--- src/rtl/reg_f_stack_pkg.sv ---
// Shared definitions for the register-file context stack and its sequencer.
// Holds the sequencer state set, the stack address width and the reserved slot.
package reg_f_stack_pkg;

    localparam int unsigned STK_ADDR_W        = 6;
    localparam int unsigned STK_DEFAULT_DEPTH = 8;

    // Slot 0 never holds a frame; an empty stack points here.
    localparam logic [STK_ADDR_W-1:0] STK_NONE = '0;

    typedef enum logic [2:0] {
        ST_IDLE,
        ST_PUSH_SET,
        ST_PUSH_WR,
        ST_POP_SET,
        ST_POP_RD,
        ST_POP_LD,
        ST_DONE
    } stk_state_e;

    // A request is refused when it is ambiguous or would over/underflow the stack.
    function automatic logic stk_req_rejected(
        input logic push,
        input logic pop,
        input logic full,
        input logic empty
    );
        return (push && pop) || (push && full) || (pop && empty);
    endfunction

endpackage

--- src/rtl/reg_f_stack_ctrl.sv ---
// Sequencer turning push/pop requests into addr/wren timing for reg_f_stack.
// Tracks the stack pointer and raises a restore strobe for the popped frame.
module reg_f_stack_ctrl
    import reg_f_stack_pkg::*;
#(
    parameter int unsigned ADDR_W = STK_ADDR_W,
    parameter int unsigned DEPTH  = STK_DEFAULT_DEPTH
) (
    input  logic              i_clk,
    input  logic              i_rst,
    input  logic              i_push_req,
    input  logic              i_pop_req,
    output logic              o_ready,
    output logic              o_done,
    output logic              o_err,
    output logic              o_full,
    output logic              o_empty,
    output logic [ADDR_W-1:0] o_sp,
    output logic [ADDR_W-1:0] o_stk_addr,
    output logic              o_stk_wren,
    output logic              o_restore_en
);

    localparam logic [ADDR_W-1:0] SP_FULL  = ADDR_W'(DEPTH);
    localparam logic [ADDR_W-1:0] SP_EMPTY = ADDR_W'(STK_NONE);

    stk_state_e        r_state;
    stk_state_e        w_state_nxt;
    logic [ADDR_W-1:0] r_sp;
    logic [ADDR_W-1:0] w_sp_nxt;
    logic              w_err_nxt;
    logic [ADDR_W-1:0] w_stk_addr_nxt;

    logic              r_ready;
    logic              r_done;
    logic              r_err;
    logic              r_full;
    logic              r_empty;
    logic [ADDR_W-1:0] r_stk_addr;
    logic              r_stk_wren;
    logic              r_restore_en;

    // State register
    always_ff @(posedge i_clk or posedge i_rst) begin
        if (i_rst) begin
            r_state <= ST_IDLE;
        end else begin
            r_state <= w_state_nxt;
        end
    end

    // Next state, stack pointer update and request rejection
    always_comb begin
        w_state_nxt = r_state;
        w_sp_nxt    = r_sp;
        w_err_nxt   = 1'b0;
        case (r_state)
            ST_IDLE: begin
                if (i_push_req || i_pop_req) begin
                    if (stk_req_rejected(i_push_req, i_pop_req,
                                         r_sp == SP_FULL, r_sp == SP_EMPTY)) begin
                        w_err_nxt = 1'b1;
                    end else if (i_push_req) begin
                        w_state_nxt = ST_PUSH_SET;
                    end else begin
                        w_state_nxt = ST_POP_SET;
                    end
                end
            end
            ST_PUSH_SET: w_state_nxt = ST_PUSH_WR;
            ST_PUSH_WR: begin
                w_state_nxt = ST_DONE;
                w_sp_nxt    = r_sp + ADDR_W'(1);
            end
            ST_POP_SET: w_state_nxt = ST_POP_RD;
            ST_POP_RD:  w_state_nxt = ST_POP_LD;
            ST_POP_LD: begin
                w_state_nxt = ST_DONE;
                w_sp_nxt    = r_sp - ADDR_W'(1);
            end
            ST_DONE: w_state_nxt = ST_IDLE;
            default: w_state_nxt = ST_IDLE;
        endcase
    end

    // Push targets the slot above the top; everything else shows the top frame.
    always_comb begin
        w_stk_addr_nxt = w_sp_nxt;
        if ((w_state_nxt == ST_PUSH_SET) || (w_state_nxt == ST_PUSH_WR)) begin
            w_stk_addr_nxt = w_sp_nxt + ADDR_W'(1);
        end
    end

    // Registered outputs decoded from the state being entered
    always_ff @(posedge i_clk or posedge i_rst) begin
        if (i_rst) begin
            r_sp         <= SP_EMPTY;
            r_ready      <= 1'b1;
            r_done       <= 1'b0;
            r_err        <= 1'b0;
            r_full       <= 1'b0;
            r_empty      <= 1'b1;
            r_stk_addr   <= SP_EMPTY;
            r_stk_wren   <= 1'b0;
            r_restore_en <= 1'b0;
        end else begin
            r_sp         <= w_sp_nxt;
            r_ready      <= (w_state_nxt == ST_IDLE);
            r_done       <= (w_state_nxt == ST_DONE);
            r_err        <= w_err_nxt;
            r_full       <= (w_sp_nxt == SP_FULL);
            r_empty      <= (w_sp_nxt == SP_EMPTY);
            r_stk_addr   <= w_stk_addr_nxt;
            r_stk_wren   <= (w_state_nxt == ST_PUSH_WR);
            r_restore_en <= (w_state_nxt == ST_POP_LD);
        end
    end

    assign o_ready      = r_ready;
    assign o_done       = r_done;
    assign o_err        = r_err;
    assign o_full       = r_full;
    assign o_empty      = r_empty;
    assign o_sp         = r_sp;
    assign o_stk_addr   = r_stk_addr;
    assign o_stk_wren   = r_stk_wren;
    assign o_restore_en = r_restore_en;

endmodule
--- config.mk ---
export PLATFORM = sky130hd
export DESIGN_NAME = reg_f_stack_ctrl
export DESIGN_NICKNAME = d
export VERILOG_FILES = /design/src/rtl/reg_f_stack_pkg.sv /design/src/rtl/reg_f_stack_ctrl.sv
export SDC_FILE = /design/constraint.sdc
export NUM_CORES = 1
export LEC_CHECK = 0
export BUFFER_PORTS_ARGS = -buffer_cell sky130_fd_sc_hd__buf_4
export CAP_MARGIN = 20
export CELL_PAD_IN_SITES_DETAIL_PLACEMENT = 1
export CELL_PAD_IN_SITES_GLOBAL_PLACEMENT = 2
export CORE_ASPECT_RATIO = 0.75
export CORE_MARGIN = 4
export CORE_UTILIZATION = 36
export CTS_CLUSTER_DIAMETER = 60
export CTS_CLUSTER_SIZE = 28
export DETAILED_ROUTE_END_ITERATION = 6
export PLACE_DENSITY_LB_ADDON = 0.1
export SLEW_MARGIN = 0
export SYNTH_ARGS = -nofsm -noshare
export SYNTH_HDL_FRONTEND = slang
export SYNTH_SLANG_ARGS = --single-unit
--- constraint.sdc ---
create_clock -name i_clk -period 6.45 [get_ports i_clk]
set_input_delay 0 -clock i_clk [delete_from_list [all_inputs] [get_ports i_clk]]
set_output_delay 0 -clock i_clk [all_outputs]
set_load 0.01 [all_outputs]
==> results of run 1 <==
## layout make-up
type / count / share of cell area (%)
Clock buffer: 3 / 2.79
Clock inverter: 1 / 2.03
Sequential cell: 22 / 37.4
Multi-Input combinational cell: 80 / 40.2
Timing Repair Buffer: 23 / 11.8
Tap cell: 38 / 3.21
Inverter: 10 / 2.54
## cell usage after synthesis (2+ instances only)
master / count
a21o_1: 2
a21oi_1: 6
and3_1: 4
buf_2: 2
clkbuf_1: 2
dfrtp_1: 20
dfstp_2: 2
ha_1: 6
inv_1: 8
inv_2: 2
nand2_1: 6
nand3_1: 3
nor2_1: 5
nor3_1: 4
nor4_1: 3
o21a_1: 3
o21ai_1: 4
o2bb2ai_1: 2
or2_2: 2
xnor2_1: 6
xor2_1: 3
## path summary, 6_finish.rpt
path | start | endpoint | depth (start not counted)
setup / recovery | r_state[2] | o_full | 7
hold / removal | i_pop_req | r_state[1] | 3
setup reg to reg | r_state[2] | o_full | 7
hold reg to reg | o_sp[5] | o_sp[5] | 1
max in group asynchronous | i_rst | r_state[0] | 3
min in group asynchronous | i_rst | o_err | 3
## logic make-up (layout without fill, tap and decap cells)
family	Yosys count	after routing	synth area share (%)
simple gates	34	34	16.4
compound gates	28	28	16.8
flops	22	22	45.9
buf+inv	14	37	4.57
xor+xnor	9	9	6.55
fa+ha+maj	7	7	7.90
mux	2	2	1.77
## flip-flops by register name, indices dropped and copies added, names as in the netlist
| register | cells |
|---|---|
| o_sp | 6 |
| o_stk_addr | 6 |
| r_state | 3 |
| o_done | 1 |
| o_empty | 1 |
| o_err | 1 |
| o_full | 1 |
| o_ready | 1 |
| o_restore_en | 1 |
| o_stk_wren | 1 |
## report_power, final
part	internal, mW	total [mW]	switching, mW
logic	0.218	0.480	0.262
registers	0.206	0.278	0.0726
clock network	0.0829	0.128	0.0455
## metal layers
| layer | routed length [um] | track usage (%) |
|---|---|---|
| met5 | 0 | 0 |
| met4 | 53 | 4.31 |
| met3 | 174 | 5.37 |
| met2 | 1200 | 20.2 |
| met1 | 1380 | 20.1 |
## metrics by stage
| stage | utilization [%] | instance area, um2 | hold slack (ps) |
|---|---|---|---|
| after global placement | 45.7 | 1400 | 202 |
| after CTS | 48.3 | 1480 | 58.9 |
| after detailed placement | 45.7 | 1400 | 217 |
| final | 48.3 | 1480 | 64.6 |
| after global routing | 48.3 | 1480 | 79.7 |
| after floorplan | - | 1200 | -12.3 |
## worst register-to-register path: stages, from the launching register on
cell,delay [ps]
dfrtp_1,580
and3b_1,440
ha_1,300
a211o_1,310
a21o_1,180
a311oi_2,330
xnor2_1,200
nor4_1,260
==> flow_summary_export.csv, run 1 <==
group,metric,value,unit
layout,final_cell_mix,"buf_4 (22), dfrtp_1 (20), inv_1 (8)",
placed_design,gp_congestion,0.870,
synthesis,synth_top_area_cell,"dfrtp_1",
clock_network,clk_latency,260,ps
synthesis,synthArstFlopShare,100,%
layout,drive_gt1_share,26.6,%
layout,antenna_cells,0,
timing,finalCriticalPeriod,2700,ps
synthesis,synth_edf_count,0,
worst_setup_path,path_cells,"and3b_1 > ha_1 > a211o_1 > a21o_1 > a311oi_2 > xnor2_1 > nor4_1",
clock_network,cts_setup_buffers,0,
pwr,p_per_area,599,nW/um2
layout,areaGrowthSynthToFinish,23.0,%
layout,num-nets-final,151,
placed_design,post-dp-hpwl,2.10,mm
drt,wirelength,2.81,mm
drt,first_pass_iters,4,
grt,track_usage,14.2,%
timing,fin_ws,3750,ps
drt,routed_via_density,5.23,
clock_network,clk_pin_slew,80,ps
pwr,leakagePower,0.716,nW
synthesis,synthFlopType,"dfrtp_1",
drt,drt_iter0_markers,35,
clock_network,cts_tree,"built",
clock_network,cts-root-buf,"clkbuf_8",
run,drv_cap,0,
synthesis,syn_inst,116,
pwr,ir_worst_vdd,0.267,mV
synthesis,syn-num-nets,127,
worst_setup_path,path_delay_family,"compound AO/OA/AOI/OAI gates",
layout,regArea,553,um2
layout,layout_commonest_cell,"buf_4",
worst_setup_path,cp_num_buf_inv,0,
layout,fillCellCount,345,
synthesis,ys_warn_count,0,
drt,drc,0,
clock_network,htreeDepth,1,
synthesis,ys_seq_area_share,45.9,%
worst_setup_path,reg2reg_slack,3750,ps
grt,grt_pass1_wl,4.63,mm
synthesis,synth_seq_cells,22,
die,core,3060,um2
grt,grt_pass1_vias,907,
die,rows,17,
clock_network,cts-resized-gates,0,
timing,drv_slew,0,
synthesis,yosys-top-cells-area,"dfrtp_1 (42%), ha_1 (6.2%), dfstp_2 (4.4%)",
synthesis,syn_area,1200,um2
placed_design,numPlacedInstances,172,
layout,multi_input_area,596,um2
timing,slew_headroom,44.3,%
grt,antenna_found_initial,0,
clock_network,clock_path_buffers,2,
worst_setup_path,crit_required,6620,ps
timing,setup_violations,0,
layout,fin_cells,177,
hold_path,holdCritPathClass,"in2reg",
die,dieArea,4340,um2
drt,route.antenna.remaining_nets,0,
placed_design,port_buffers,22,
worst_setup_path,cp-start-kind,"flop",
die,num_io_pins,23,
timing,rsz0062_at_grt,"no",
grt,grt_max_degree,23,
synthesis,avgSynthCellArea,10.4,um2
worst_setup_path,end_kind,"flop",
worst_setup_path,cpMaxStageDelayCell,"dfrtp_1",
synthesis,synth_top_area_share,41.6,%
synthesis,synth.distinct_cells,42,
placed_design,pre_cts_ws,3780,ps
clock_network,holdBufCountCts,1,
pwr,total_power,887,uW
drt,wl_per_cell,15.9,um
timing,setup_tns,0,ps
die,fp.dieW,74.8,um
clock_network,clock_sinks,22,
die,initial_utilization,39.3,%
timing,worst_pin_slew,835,ps
timing,max_freq,0.370,GHz
status,status,"completed",
worst_setup_path,max_stage_delay,580,ps
drt,vias,926,
timing,hold_viol,0,
die,die_h,58.1,um
worst_setup_path,cp_max_fo,12,
clock_network,numCtsBuffers,3,
timing,fin_skew,1.80,ps
worst_setup_path,crit_type,"reg2reg",
timing,finalCritPeriodShare,41.9,%
grt,globalRouteOverflowTotal,0,
worst_setup_path,cp.arrival,2870,ps
(Power assumes the default switching activity.)
==> run 2, diff against run 1 <==
ABC_AREA = 1   (was default)
CORE_UTILIZATION = 29   (was 36)
clock period = 2.45 ns   (was 6.45 ns; I/O delays follow)
==> flow_summary_export.csv, run 2 <==
group,metric,value,unit
grt,track_usage,14.5,%
drt,wl_per_cell,14.4,um
timing,drv_slew,0,
status,status,"completed",
layout,fin_area,1670,um2
synthesis,synth_xor_area_share,1.93,%
synthesis,syn_inst,174,
placed_design,gp_congestion,0.794,
layout,regArea,553,um2
synthesis,synth_top_area_cell,"dfrtp_1",
synthesis,synth_top_area_share,36.8,%
drt,drc,0,
timing,finalCritPeriodShare,89.3,%
die,num_io_pins,23,
worst_setup_path,crit_required,2610,ps
timing,worst_pin_slew,858,ps
placed_design,port_buffers,22,
timing,fin_skew,1.93,ps
synthesis,avgSynthCellArea,7.81,um2
synthesis,synth_seq_cells,22,
synthesis,synthAdderAreaFrac,7.00,%
synthesis,synth.most_common_cell,"nand2_1",
layout,drive_gt1_share,23.3,%
synthesis,syn-num-nets,185,
synthesis,synthFlopType,"dfrtp_1",
die,core,4490,um2
worst_setup_path,r2r_cells,14,
layout,final_cell_mix,"nand2_1 (57), buf_4 (24), nand3_1 (23)",
synthesis,synth.distinct_cells,25,
synthesis,ys_seq_area_share,40.7,%
grt,grt_max_degree,23,
clock_network,clock_sinks,22,
timing,hold_viol,0,
timing,setup_violations,0,
drt,wirelength,3.72,mm
placed_design,placed_area,1600,um2
clock_network,clk_latency,260,ps
die,dieArea,5860,um2
run,drv_cap,0,
die,rows,21,
synthesis,synthMuxAreaShare,0,%
clock_network,cts_setup_buffers,0,
drt,first_pass_iters,4,
drt,drt_iter0_markers,35,
clock_network,cts-root-buf,"clkbuf_8",
layout,num-nets-final,214,
synthesis,ys_warn_count,0,
clock_network,clk_pin_slew,80,ps
worst_setup_path,cp_max_fo,6,
hold_path,holdPathStages,5,
timing,finalCriticalPeriod,2190,ps
synthesis,synth_common_cells,"nand2_1 (57), nand3_1 (23), dfrtp_1 (20), inv_1 (20), nor2_1 (12)",
worst_setup_path,cp-start-kind,"flop",
synthesis,synth_edf_count,0,
worst_setup_path,end_kind,"flop",
grt,antenna_found_initial,0,
die,fp.dieW,87.0,um
synthesis,syn_area,1360,um2
layout,multi_input_area,716,um2
drt,vias,1241,
layout,layout_commonest_cell,"nand2_1",
clock_network,cts_tree,"built",
die,die_h,67.3,um
clock_network,numCtsBuffers,3,
grt,grt_pass1_vias,1360,
drt,routed_via_density,4.79,
synthesis,synth_top_family_by_area,"simple AND/OR/NAND/NOR gates",
layout,areaGrowthSynthToFinish,22.7,%
hold_path,holdCritPathClass,"in2reg",
synthesis,synth-compound-area-share,1.10,%
pwr,p_per_area,1580,nW/um2
worst_setup_path,crit_type,"reg2reg",
timing,max_freq,0.457,GHz
pwr,ir_worst_vdd,0.458,mV
timing,slew_headroom,42.8,%
die,initial_utilization,30.2,%
clock_network,htreeDepth,1,
synthesis,synthArstFlopShare,100,%
drt,route.antenna.remaining_nets,0,
layout,fillCellCount,557,
grt,grt_pass1_wl,6.42,mm
layout,fin_util,37.1,%
synthesis,yosys-top-cells-area,"dfrtp_1 (37%), nand2_1 (16%), nand3_1 (8.5%)",
pwr,leakagePower,0.911,nW
placed_design,post-dp-hpwl,2.99,mm
grt,globalRouteOverflowTotal,0,
worst_setup_path,cp.arrival,2350,ps
clock_network,clock_path_buffers,2,
layout,antenna_cells,0,
synthesis,synth-simple-area-share,42.4,%
run 2: worst paths after layout:
path / from / slack (ps) / endpoint
min in group asynchronous: i_rst / 470 / o_restore_en
setup reg to reg: r_state[1] / 260 / o_stk_addr[5]
max in group asynchronous: i_rst / 1450 / o_full
hold / removal: i_pop_req / 130 / o_err
hold reg to reg: r_state[2] / 620 / o_stk_wren
setup / recovery: r_state[1] / 260 / o_stk_addr[5]
run 2: power by group:
group          total, mW  leakage, nW  internal, mW  switching, mW
Sequential         0.678        0.275         0.537          0.141
Combinational       1.69        0.607         0.626           1.06
Clock              0.265       0.0288         0.143          0.121
run 2: timing repair:
item,CTS,global route
resized for setup,0,2
hold buffers,1,0
setup endpoints to repair,0,3
endpoints found under the hold margin,20,0
run 2: layer usage:
layer	vias up	wire [um]	global-route usage (%)
li1	613	-	-
met1	601	1640	17.2
met2	25	1910	26.6
met3	2	151	3.41
met4	0	21	3.50
met5	-	0	0
run 2: kinds of logic after synthesis:
group,after synthesis
and+or+nand+nor,116
buffers and inverters,23
DFF,22
adders and majority gates,7
AOI/OAI and AO/OA,3
xor gates and xnor gates,3
run 2: stage by stage:
stage	setup TNS (ps)	cells	setup slack [ps]	hold slack [ps]	power, mW
after floorplan	0	174	397	-12.3	1.85
after global placement	0	254	272	207	2.34
after detailed placement	0	254	172	256	2.39
after CTS	0	259	163	139	2.67
after global routing	-21.7	259	-21.7	155	2.92
final	0	259	261	134	2.63
run 2: cell type report:
| class | instances | share of cell area, % |
|---|---|---|
| Inverter | 22 | 4.95 |
| Tap cell | 57 | 4.28 |
| Sequential cell | 22 | 33.2 |
| Clock buffer | 4 | 3.30 |
| Timing Repair Buffer | 25 | 11.4 |
| Multi-Input combinational cell | 129 | 42.9 |
run 2: critical path, cell delays in order, from the launching register on:
cell and delay [ps]:
dfrtp_1 420, inv_1 130, nand3_2 90, inv_2 130
ha_1 300, a21oi_1 230, nand3_1 140, nand2_1 90
nand2_1 50, nand2_1 160, nand3_1 100, nand2_1 60
nand2_1 50, nand2_1 60, nand2_1 50
